$ cat config.mk
export PLATFORM = sky130hd
export DESIGN_NAME = fetch_sequencer
export DESIGN_NICKNAME = d
export VERILOG_FILES = /design/src/rtl/vaa8_pkg.sv /design/src/rtl/opcode_classifier.sv /design/src/rtl/fetch_sequencer.sv
export SDC_FILE = /design/constraint.sdc
export NUM_CORES = 1
export LEC_CHECK = 0
export ABC_CLOCK_PERIOD_IN_PS = 2770
export CORE_UTILIZATION = 35
export DETAILED_ROUTE_END_ITERATION = 10
export GPL_TIMING_DRIVEN = 0
export PLACE_DENSITY = 0.73
export SKIP_LAST_GASP = 1
export SYNTH_ARGS = -nofsm -noshare
export SYNTH_HDL_FRONTEND = slang
export SYNTH_SLANG_ARGS = --single-unit
export TNS_END_PERCENT = 5
$ cat constraint.sdc
create_clock -name clk -period 2.77 [get_ports clk]
set_input_delay 0.554 -clock clk [delete_from_list [all_inputs] [get_ports clk]]
set_output_delay 0.554 -clock clk [all_outputs]
set_load 0.005 [all_outputs]
$ cat src/rtl/vaa8_pkg.sv
// Shared VAA8-S1 types: sequencer states, opcode classes
// and the opcode-to-class lookup used by fetch and decode.
package vaa8_pkg;

  typedef enum logic [2:0] {
    FETCH,
    IMM,
    ADDR_LO,
    ADDR_HI,
    READ,
    WRITE,
    EXEC,
    HALT
  } seq_state_t;

  typedef enum logic [2:0] {
    CLS_IMPLIED,
    CLS_IMMEDIATE,
    CLS_ABS_READ,
    CLS_ABS_WRITE,
    CLS_JUMP,
    CLS_STOP,
    CLS_UNKNOWN
  } op_class_t;

  localparam logic [7:0] OP_NOP = 8'h00;
  localparam logic [7:0] OP_TAX = 8'hAA;
  localparam logic [7:0] OP_INX = 8'hE8;
  localparam logic [7:0] OP_LDI = 8'hA9;
  localparam logic [7:0] OP_ADI = 8'h69;
  localparam logic [7:0] OP_LDA = 8'hAD;
  localparam logic [7:0] OP_STA = 8'h8D;
  localparam logic [7:0] OP_JMP = 8'h4C;
  localparam logic [7:0] OP_STP = 8'hDB;

  function automatic op_class_t op_class(
    input logic [7:0] opcode
  );
    case (opcode)
      OP_NOP, OP_TAX, OP_INX: return CLS_IMPLIED;
      OP_LDI, OP_ADI:         return CLS_IMMEDIATE;
      OP_LDA:                 return CLS_ABS_READ;
      OP_STA:                 return CLS_ABS_WRITE;
      OP_JMP:                 return CLS_JUMP;
      OP_STP:                 return CLS_STOP;
      default:                return CLS_UNKNOWN;
    endcase
  endfunction

endpackage

$ cat src/rtl/opcode_classifier.sv
// Combinational opcode classifier, shared by the fetch
// sequencer and the instruction decoder.
module opcode_classifier
  import vaa8_pkg::*;
(
  input  logic [7:0] opcode,
  output op_class_t  cls
);

  assign cls = op_class(opcode);

endmodule

$ cat src/rtl/fetch_sequencer.sv
// VAA8-S1 multi-cycle fetch/operand/execute controller:
// gathers opcode and operand bytes, forms eff_addr, strobes.
module fetch_sequencer
  import vaa8_pkg::*;
#(
  parameter logic [7:0] RESET_OPCODE   = 8'h00,
  parameter bit         ILLEGAL_AS_NOP = 1'b1
) (
  input  logic        clk,
  input  logic        reset,
  input  logic        run,
  input  logic [7:0]  data_bus_in,
  input  logic [15:0] pc_value,
  output logic [7:0]  ir,
  output logic [7:0]  operand,
  output logic [15:0] eff_addr,
  output logic        addr_sel_eff,
  output logic        pc_inc,
  output logic        pc_load,
  output logic        mem_we,
  output logic        exec_en,
  output logic        illegal_op,
  output logic        halted
);

  seq_state_t state;
  op_class_t  bus_cls;
  op_class_t  ir_cls;
  logic       pc_unused;

  // PC is owned by the CPU; it is carried only for bus symmetry
  assign pc_unused = ^pc_value;

  opcode_classifier u_bus_cls (
    .opcode (data_bus_in),
    .cls    (bus_cls)
  );

  opcode_classifier u_ir_cls (
    .opcode (ir),
    .cls    (ir_cls)
  );

  always_ff @(posedge clk) begin
    if (reset) begin
      state    <= FETCH;
      ir       <= RESET_OPCODE;
      operand  <= '0;
      eff_addr <= '0;
    end else begin
      case (state)
        FETCH: begin
          if (run) begin
            ir <= data_bus_in;
            case (bus_cls)
              CLS_IMPLIED:   state <= EXEC;
              CLS_IMMEDIATE: state <= IMM;
              CLS_ABS_READ,
              CLS_ABS_WRITE,
              CLS_JUMP:      state <= ADDR_LO;
              CLS_STOP:      state <= HALT;
              default:
                state <= ILLEGAL_AS_NOP ? EXEC : HALT;
            endcase
          end
        end
        IMM: begin
          operand <= data_bus_in;
          state   <= EXEC;
        end
        ADDR_LO: begin
          eff_addr[7:0] <= data_bus_in;
          state         <= ADDR_HI;
        end
        ADDR_HI: begin
          eff_addr[15:8] <= data_bus_in;
          case (ir_cls)
            CLS_ABS_READ:  state <= READ;
            CLS_ABS_WRITE: state <= WRITE;
            CLS_JUMP:      state <= EXEC;
            default:       state <= FETCH;
          endcase
        end
        READ: begin
          operand <= data_bus_in;
          state   <= EXEC;
        end
        WRITE:   state <= FETCH;
        EXEC:    state <= FETCH;
        HALT:    state <= HALT;
        default: state <= FETCH;
      endcase
    end
  end

  always_comb begin
    addr_sel_eff = 1'b0;
    pc_inc       = 1'b0;
    pc_load      = 1'b0;
    mem_we       = 1'b0;
    exec_en      = 1'b0;
    illegal_op   = 1'b0;
    halted       = 1'b0;
    case (state)
      FETCH: pc_inc = run;
      IMM, ADDR_LO, ADDR_HI: pc_inc = 1'b1;
      READ: addr_sel_eff = 1'b1;
      WRITE: begin
        addr_sel_eff = 1'b1;
        mem_we       = 1'b1;
      end
      EXEC: begin
        exec_en    = 1'b1;
        pc_load    = (ir_cls == CLS_JUMP);
        illegal_op = (ir_cls == CLS_UNKNOWN);
      end
      HALT: halted = 1'b1;
      default: ;
    endcase
  end

endmodule

==> results.tsv <==
stage	metric	value	unit
timing	RSZ-0062 raised after global routing	yes	
setup_path	crit-path max cell delay	0.56	ns
setup_path	critical path type	primary input to flop	
final_layout	layout cells sized above 1	10.00	%
timing	slew margin rel.	67.46	%
route	Detailed Route Iter0 Violations	39	
setup_path	CP Cell Sequence	dlygate4sd2_1 -> or4b_1 -> o22ai_2 -> inv_1 -> ha_1 -> or3b_1 -> o22ai_2 -> a2111oi_1 -> a311o_1	
logic_synthesis	syn avg cell area	9.178	µm²
final_layout	Inserted Diodes	0	
cts	H-tree levels	2	
grt	gr usage total	16.91	%
placement	DP Area	0.002223	mm²
placement	Port Buffers	46	
logic_synthesis	Yosys warnings	0	
floorplanning	CORE AREA	0.004504	mm²
logic_synthesis	mapped cell area	0.001698	mm²
grt	largest net degree at the start of global routing	12	
cts	total clock buffers created by CTS	5	
timing	count of endpoints failing setup in the final report	0	
logic_synthesis	Synth Register Bits	35	
final_layout	Reg area	701.9	µm²
cts	Root Driver	clkbuf_8	
grt	total gr overflow	0	
route	drt wl/cell	14.02	µm
final_layout	Final #Nets	267	
logic_synthesis	Synth Flop Type	dfxtp_1	
final_layout	Multi-input gate area	917.1	µm²
cts	CTS Sinks	35	
setup_path	crit end category	flop	
placement	Setup WS pre-CTS	-0.5516	ns
setup_path	slowest cell on the critical path	or4b_1	
final_layout	Area Overhead vs Synth	37.66	%
route	TritonRoute pass-1 iters	4	
placement	GPL Wtd Cong	0.7385	
floorplanning	die width	71.65	µm
floorplanning	initial core utilization	37.69	%
setup_path	Req. time, crit path	2.94	ns
timing	final hold vios	0	
floorplanning	Die H	71.65	µm
cts	CTS clock-pin slew for the worst setup and hold paths	0.07	ns
placement	Final HPWL DP	2842	µm
final_layout	Final Cell Area	0.002337	mm²
job	max-cap violation count	0	
route	Vias	1498	
timing	final hold slack	0.4951	ns
route	DRT antenna net count	0	
setup_path	Critical Path Start Type	primary input	
logic_synthesis	syn nets	213	
timing	Worst Skew	0.002777	ns
floorplanning	die area	0.005134	mm²
grt	vias in the first global route	1503	
grt	initial antenna violation count	0	
floorplanning	Core Rows	24	
timing	Max Clock Freq	376.0	MHz
timing	final worst path period share	96.00	%
cts	CTS tree	built	
timing	fin worst setup slack	0.1108	ns
logic_synthesis	fraction of registers with async set or reset after synthesis	0	%
route	final wirelength	4093	µm
cts	clk_lat worst skew	0.28	ns
route	DRC	0	
power	VDD IR max	0.0004719	V
floorplanning	# IOs	66	
grt	first-pass GRT wire length	6858	µm
logic_synthesis	synth unique cells	42	
logic_synthesis	Cells after Synth	185	
setup_path	Reg2Reg Setup Slack	1.18	ns
power	pwr/cell area	692.3	mW/mm²
outcome	status	finished, final reports clean	
timing	worst-margin pin slew	0.4882	ns
hold_path	Min-Delay Path Class	flop to flop	
logic_synthesis	post-synthesis sequential area ratio	41.27	%
final_layout	Layout fillers	444	
route	routed vias/inst	5.130	
logic_synthesis	Post-synth EDFFs	0	
power	leak pwr	0.9175	nW
timing	fin crit period	2.659	ns
cts	Bufs on Longest Clock Path	2	
setup_path	Worst EP arrival	2.83	ns
timing	Final Slew Violations	0	
final_layout	fin util	51.89	%
setup_path	most frequent CP cell	o22ai_2	
setup_path	CP max FO	8	
-- cell usage in the layout (no fill, tap or decap), types with 2 or more instances in the layout --
cell type	n
clkbuf_8	6
nor2b_1	3
buf_4	2
nor4_1	2
clkbuf_1	6
a21oi_1	11
clkdlybuf4s50_1	41
nand3b_1	2
nor2_4	2
nand4bb_1	5
dlymetal6s2s_1	3
nor2_1	29
mux2i_1	24
o22ai_2	2
and3_1	2
nand2_1	20
nand4_1	3
o311a_1	2
nor3_1	3
buf_2	2
dfxtp_1	34
buf_6	3
inv_1	3
and2_1	2
xnor2_1	4
-- sequential cells by signal, summed over array words and instances (netlist names) --
signal    flops
state         3
operand       8
ir            8
eff_addr     16
-- critical path, delay by kind of cell --
| family | cells | cell delay (ns) |
|---|---|---|
| buffers and inverters | 2 | 0.38 |
| AOI/OAI and AO/OA | 4 | 0.79 |
| adders and majority gates | 1 | 0.19 |
| and+or+nand+nor | 2 | 0.91 |
-- stage by stage --
stage	power [mW]	setup TNS, ns	std cells
after floorplan	0.9977	0	185
after global placement	1.232	-1.140	283
final	1.618	0	292
after detailed placement	1.237	-1.261	283
after CTS	1.630	0	291
after global routing	1.716	-0.03371	292
-- power by group --
part           internal, mW  leakage, nW  switching [mW]
Sequential            0.581        0.286          0.0569
Clock                 0.204       0.0484           0.186
Combinational         0.315        0.583           0.276
-- metal layers --
metal	track usage, %	vias up	part of all wire, %
met5	0	-	0
met4	5.882	0	1.3
met3	6.470	5	6.7
met2	26.73	40	44
met1	21.10	690	48
li1	-	763	-
-- logic make-up after synthesis --
| group | synth area share (%) |
|---|---|
| buffers and inverters | 5.085 |
| muxes | 14.15 |
| DFF | 41.27 |
| AOI/OAI and AO/OA | 10.10 |
| and+or+nand+nor | 26.60 |
| xor gates and xnor gates | 2.063 |
| adders and majority gates | 0.7368 |
-- cells in the mapped netlist, types with 2 or more instances --
master	count	area, µm²
nor4_1	2	12.51
nand2_1	20	75.07
buf_2	3	15.01
nor2b_1	3	18.77
buf_6	3	33.78
nand4_1	3	18.77
a21oi_1	11	55.05
nand4bb_1	5	56.30
nor2_1	29	108.9
nand3b_1	2	15.01
and2_1	2	12.51
clkbuf_1	5	18.77
xnor2_1	4	35.03
inv_1	3	11.26
nor3_1	3	15.01
o311a_1	2	20.02
nor2_4	2	22.52
mux2i_1	24	240.2
and3_1	2	12.51
dfxtp_1	35	700.7
-- area by class of cell --
class / instances / area share [%]
clock inverter: 1 / 0.3747
buffer: 12 / 3.319
tap: 52 / 2.784
timing repair buffer: 47 / 20.07
multi-input combinational: 135 / 39.24
sequential: 35 / 30.03
clock buffer: 7 / 3.694
inverter: 3 / 0.4818
-- path summary, 6_finish.rpt --
check | start | endpoint | cells past startpoint
max | data_bus_in[5] | state[2]$_SDFFE_PP0P_ | 9
max reg2reg | state[0]$_SDFFE_PP0P_ | state[2]$_SDFFE_PP0P_ | 5
min | eff_addr[4]$_SDFFE_PP0P_ | eff_addr[4]$_SDFFE_PP0P_ | 2
min reg2reg | eff_addr[4]$_SDFFE_PP0P_ | eff_addr[4]$_SDFFE_PP0P_ | 2
-- repair_timing --
item,CTS,global route
endpoints found under the hold margin,0,0
gates resized for setup,3,7
setup endpoints to repair,3,2
cloned,0,0
hold buffers,0,0
buffers inserted,0,1
pin swaps,0,1
No activity file was read; power rests on OpenSTA's default activity.
